===== src/rtl/multiplier_acc_seq.sv =====
// Sequential multiply-accumulate: result = a*b + c via MSB-first shift-and-add,
// one bit of a per clock, with valid/ready handshakes on both sides.
module multiplier_acc_seq #(
    parameter int unsigned N = 6,
    parameter int unsigned M = 4
) (
    input  logic             clk,
    input  logic             rst,
    input  logic             in_valid,
    output logic             in_ready,
    input  logic [N-1:0]     a,
    input  logic [M-1:0]     b,
    input  logic [M-1:0]     c,
    output logic             out_valid,
    input  logic             out_ready,
    output logic [N+M-1:0]   result
);

    localparam int unsigned W  = N + M;
    localparam int unsigned CW = (N > 1) ? $clog2(N) : 1;

    typedef enum logic [1:0] {StIdle, StCalc, StDone} state_e;

    state_e          state_q, state_d;
    logic [N-1:0]    a_q, a_d;
    logic [M-1:0]    b_q, b_d;
    logic [M-1:0]    c_q, c_d;
    logic [W-1:0]    acc_q, acc_d;
    logic [CW-1:0]   cnt_q, cnt_d;
    logic [W-1:0]    result_q, result_d;

    logic [W-1:0]    partial;
    logic [W-1:0]    step;
    logic [W-1:0]    final_sum;

    always_comb begin
        partial   = a_q[cnt_q] ? {{N{1'b0}}, b_q} : '0;
        step      = (acc_q << 1) + partial;
        final_sum = step + {{N{1'b0}}, c_q};

        state_d  = state_q;
        a_d      = a_q;
        b_d      = b_q;
        c_d      = c_q;
        acc_d    = acc_q;
        cnt_d    = cnt_q;
        result_d = result_q;

        unique case (state_q)
            StIdle: begin
                if (in_valid) begin
                    a_d     = a;
                    b_d     = b;
                    c_d     = c;
                    acc_d   = '0;
                    cnt_d   = CW'(N - 1);
                    state_d = StCalc;
                end
            end
            StCalc: begin
                // cnt steps every CALC edge so the N bits of a take exactly N edges
                if (cnt_q == '0) begin
                    acc_d    = final_sum;
                    result_d = final_sum;
                    state_d  = StDone;
                end else begin
                    acc_d = step;
                    cnt_d = cnt_q - 1'b1;
                end
            end
            StDone: begin
                if (out_ready) begin
                    state_d = StIdle;
                end
            end
            default: state_d = StIdle;
        endcase
    end

    always_ff @(posedge clk) begin
        if (rst) begin
            state_q  <= StIdle;
            a_q      <= '0;
            b_q      <= '0;
            c_q      <= '0;
            acc_q    <= '0;
            cnt_q    <= '0;
            result_q <= '0;
        end else begin
            state_q  <= state_d;
            a_q      <= a_d;
            b_q      <= b_d;
            c_q      <= c_d;
            acc_q    <= acc_d;
            cnt_q    <= cnt_d;
            result_q <= result_d;
        end
    end

    assign in_ready  = (state_q == StIdle);
    assign out_valid = (state_q == StDone);
    assign result    = result_q;

endmodule


===== config.mk =====
export PLATFORM = sky130hd
export DESIGN_NAME = multiplier_acc_seq
export DESIGN_NICKNAME = d
export VERILOG_FILES = /design/src/rtl/multiplier_acc_seq.sv
export SDC_FILE = /design/constraint.sdc
export NUM_CORES = 1
export LEC_CHECK = 0
export CAP_MARGIN = 20
export CELL_PAD_IN_SITES_DETAIL_PLACEMENT = 1
export CELL_PAD_IN_SITES_GLOBAL_PLACEMENT = 1
export CORE_UTILIZATION = 43
export DETAILED_ROUTE_END_ITERATION = 6
export GPL_TIMING_DRIVEN = 0
export MAX_ROUTING_LAYER = met4
export PLACE_DENSITY = 0.83
export SLEW_MARGIN = 10
export SYNTH_ARGS = -nofsm -noshare
export SYNTH_HDL_FRONTEND = slang
export SYNTH_SLANG_ARGS = --single-unit

===== constraint.sdc =====
create_clock -name clk -period 8.6 [get_ports clk]
set_input_delay 1.72 -clock clk [delete_from_list [all_inputs] [get_ports clk]]
set_output_delay 1.72 -clock clk [all_outputs]
set_load 0.005 [all_outputs]

==> flow_summary.json <==
{
  "grt_util_all_layers": 0.254,
  "ant_nets": 0,
  "slew_violations": 0,
  "ys.flop_type": "dfxtp_1",
  "vias": 2002,
  "avgSynthCellArea_um2": 8.32,
  "clk_pin_slew_ps": 80,
  "viasPerCell": 5.58,
  "place.port_buffers": 29,
  "ctsResizeCount": 0,
  "synth_fa_ha_area_frac": 0.0779,
  "critPathRequiredTime_ps": 8820,
  "p_sw_mw": 0.119,
  "setup.worst_path.end_class": "register",
  "clock_latency_ps": 290,
  "synth_warnings": 0,
  "synth_compound_area_frac": 0.219,
  "grt_pass1_vias": 2042,
  "synthSimpleGateAreaFrac": 0.257,
  "setup_tns_ps": 0,
  "power_frac_seq": 0.492,
  "period_share": 0.493,
  "numClockSinks": 38,
  "critPathKind": "register to register",
  "start_kind": "register",
  "crit_chain": "mux4_2, a22oi_1, nor2b_1, ha_1, fa_1, xor2_1, ha_1, nand3_1, and2_1, or4b_4, or4_4, o211ai_1",
  "antenna_cells": 0,
  "coreArea_mm2": 0.00472,
  "place_area_mm2": 0.00249,
  "crit_slowest_cell": "or4b_4",
  "r2r_setup_slack_ps": 4360,
  "design_area_mm2": 0.00258,
  "synth.net_count": 285,
  "slew_headroom": 0.361,
  "fmax_ghz": 0.236,
  "crit_fanout": 5,
  "htreeDepth": 2,
  "synth_mux_area_frac": 0.0206,
  "synth.yosys.seq_area_share": 0.359,
  "nNetsFinal": 321,
  "rsz0062_at_grt": "no",
  "totalWireLength_um": 5840,
  "maxCapViolations": 0,
  "synth_area_mm2": 0.00212,
  "synth_edf_count": 0,
  "place_hpwl_um": 4530,
  "hold_viol": 0,
  "fp-row-count": 25,
  "remaining_drc_errors": 0,
  "postCtsHoldBufs": 0,
  "pin_count": 30,
  "synthCells": 255,
  "fin_crit_ps": 4240,
  "layout-drive-gt1-share": 0.0685,
  "dieWidth_um": 72.2,
  "synth.most_common_cell": "nand2_1",
  "cts_tree": "built",
  "p_int_mw": 0.275,
  "start_util": 0.449,
  "synth_common_cells": "46 x nand2_1, 38 x dfxtp_1, 36 x a21oi_1",
  "yosysTopAreaCell": "dfxtp_1",
  "postLayoutCoreUtil": 0.546,
  "antenna_found_initial": 0,
  "crit_top_cell": "ha_1",
  "dr.first_iter.drc_count": 80,
  "clockBufferDepth": 2,
  "crit_path_max_incr_delay_ps": 540,
  "switching_share": 0.303,
  "synth.top_cell.area_share": 0.359,
  "synth_xor_area_frac": 0.0395,
  "gr-total-overflow": 0,
  "post-route-worst-setup-slack_ps": 4360,
  "skew_ps": 4.62,
  "outcome": "complete, no violations",
  "grt_pass1_wl_um": 9820,
  "max_slew.worst_pin.slew_ps": 957,
  "cts_setup_buffers": 0,
  "fill_cells": 586,
  "synthTopCellsByArea": "dfxtp_1 36%, a21oi_1 8.5%, nand2_1 8.1%, ha_1 5.9%, nor2_1 2.5%",
  "power.ir.vdd_worst_v": 0.0000748,
  "synth.distinct_cells": 57,
  "setup_viol_count_final": 0,
  "dr.pass1.iters": 4,
  "clkPwrFrac": 0.315,
  "synth_top_family_by_area": "simple AND/OR/NAND/NOR gates",
  "cts_buffers": 5,
  "grt_max_degree": 13,
  "preCtsSetupSlack_ps": 4360,
  "async_flop_share": 0,
  "die_area_mm2": 0.00522,
  "place_congestion": 0.851,
  "root_buffer": "clkbuf_8",
  "die_y_um": 72.2,
  "syn_to_final_growth_pct": 21.7,
  "p_comb_frac": 0.193,
  "power_density_mw_per_mm2": 153,
  "power_leakage_nw": 0.962,
  "min_path_type": "register to register",
  "holdWs_ps": 458,
  "detail_route.wl_per_cell_um": 16.3,
  "synth_seq_cells": 38,
  "cp.arrival_ps": 4460
}
==> cells in the final DEF, fill, tap and decap left out, drive strengths merged, types with 3 or more instances in the layout <==
cell	netlist	final
nand2b	4	4
ha	10	10
nand2	46	46
a21oi	36	36
nand3b	4	4
o211ai	5	5
a31oi	3	3
clkbuf	8	14
a211oi	6	6
nor2	15	15
nand3	7	7
or4	3	3
inv	5	5
xnor2	3	3
o21ai	3	3
and2	3	3
a22oi	5	5
clkdlybuf4s50	0	29
xor2	4	4
dfxtp	38	38
nor2b	8	8
nor3	3	3
==> layer usage <==
layer  track usage  vias up  wire length [µm]  part of all wire
met2         0.460       29              3110              0.53
met3        0.0375        7               114             0.020
li1              -      988                 -                 -
met4        0.0763        0                90             0.015
met1         0.287      978              2530              0.43
met5             -        -                 0                 0
==> cell type report <==
cell class	instances	area, µm²	share of cell area
Buffer	10	38.8	0.0150
Clock buffer	6	72.6	0.0281
Clock inverter	2	13.8	0.00533
Inverter	5	18.8	0.00727
Multi-Input combinational cell	202	1300	0.505
Sequential cell	38	761	0.295
Tap cell	67	83.8	0.0325
Timing Repair Buffer	29	290	0.112
==> cell families after synthesis <==
kind of cell               Yosys count
and+or+nand+nor                    107
adders and majority gates           12
xor gates and xnor gates             8
buffers and inverters               15
DFF                                 38
muxes                                3
AOI/OAI and AO/OA                   72
==> per-stage QoR <==
stage / power [mW] / cells
2_1_floorplan: 0.243 / 255
3_3_place_gp: 0.271 / 351
3_5_place_dp: 0.275 / 351
4_1_cts: 0.399 / 359
5_1_grt: 0.416 / 359
6_report: 0.394 / 359
==> sequential cells by signal, indices dropped and copies added, names as in the netlist <==
signal	count
a_q	6
acc_q	9
b_q	4
c_q	4
cnt_q	3
result	10
state_q	2
==> critical path: cells and delay by family (launching register included) <==
kind / cells / cell delay [ps]
and+or+nand+nor: 5 / 1510
AOI/OAI and AO/OA: 2 / 470
muxes: 1 / 520
adders and majority gates: 3 / 1020
DFF: 1 / 430
xor gates and xnor gates: 1 / 210
==> power groups by stage <==
stage	clock, mW	combinational [mW]	sequential, mW
after floorplan	0	0.0476	0.196
after global placement	0	0.0735	0.198
after detailed placement	0	0.0764	0.198
after CTS	0.128	0.0767	0.194
after global routing	0.136	0.0846	0.196
final	0.124	0.0760	0.194
==> path summary, 6_finish.rpt <==
path,startpoint,endpoint,depth (start not counted)
worst max register to register,cnt_q[0],acc_q[8],12
worst max-delay path,cnt_q[0],acc_q[8],12
worst min register to register,a_q[5],a_q[5],2
worst min-delay path,a_q[5],a_q[5],2
Note: power is estimated with default switching activity, not from simulation.
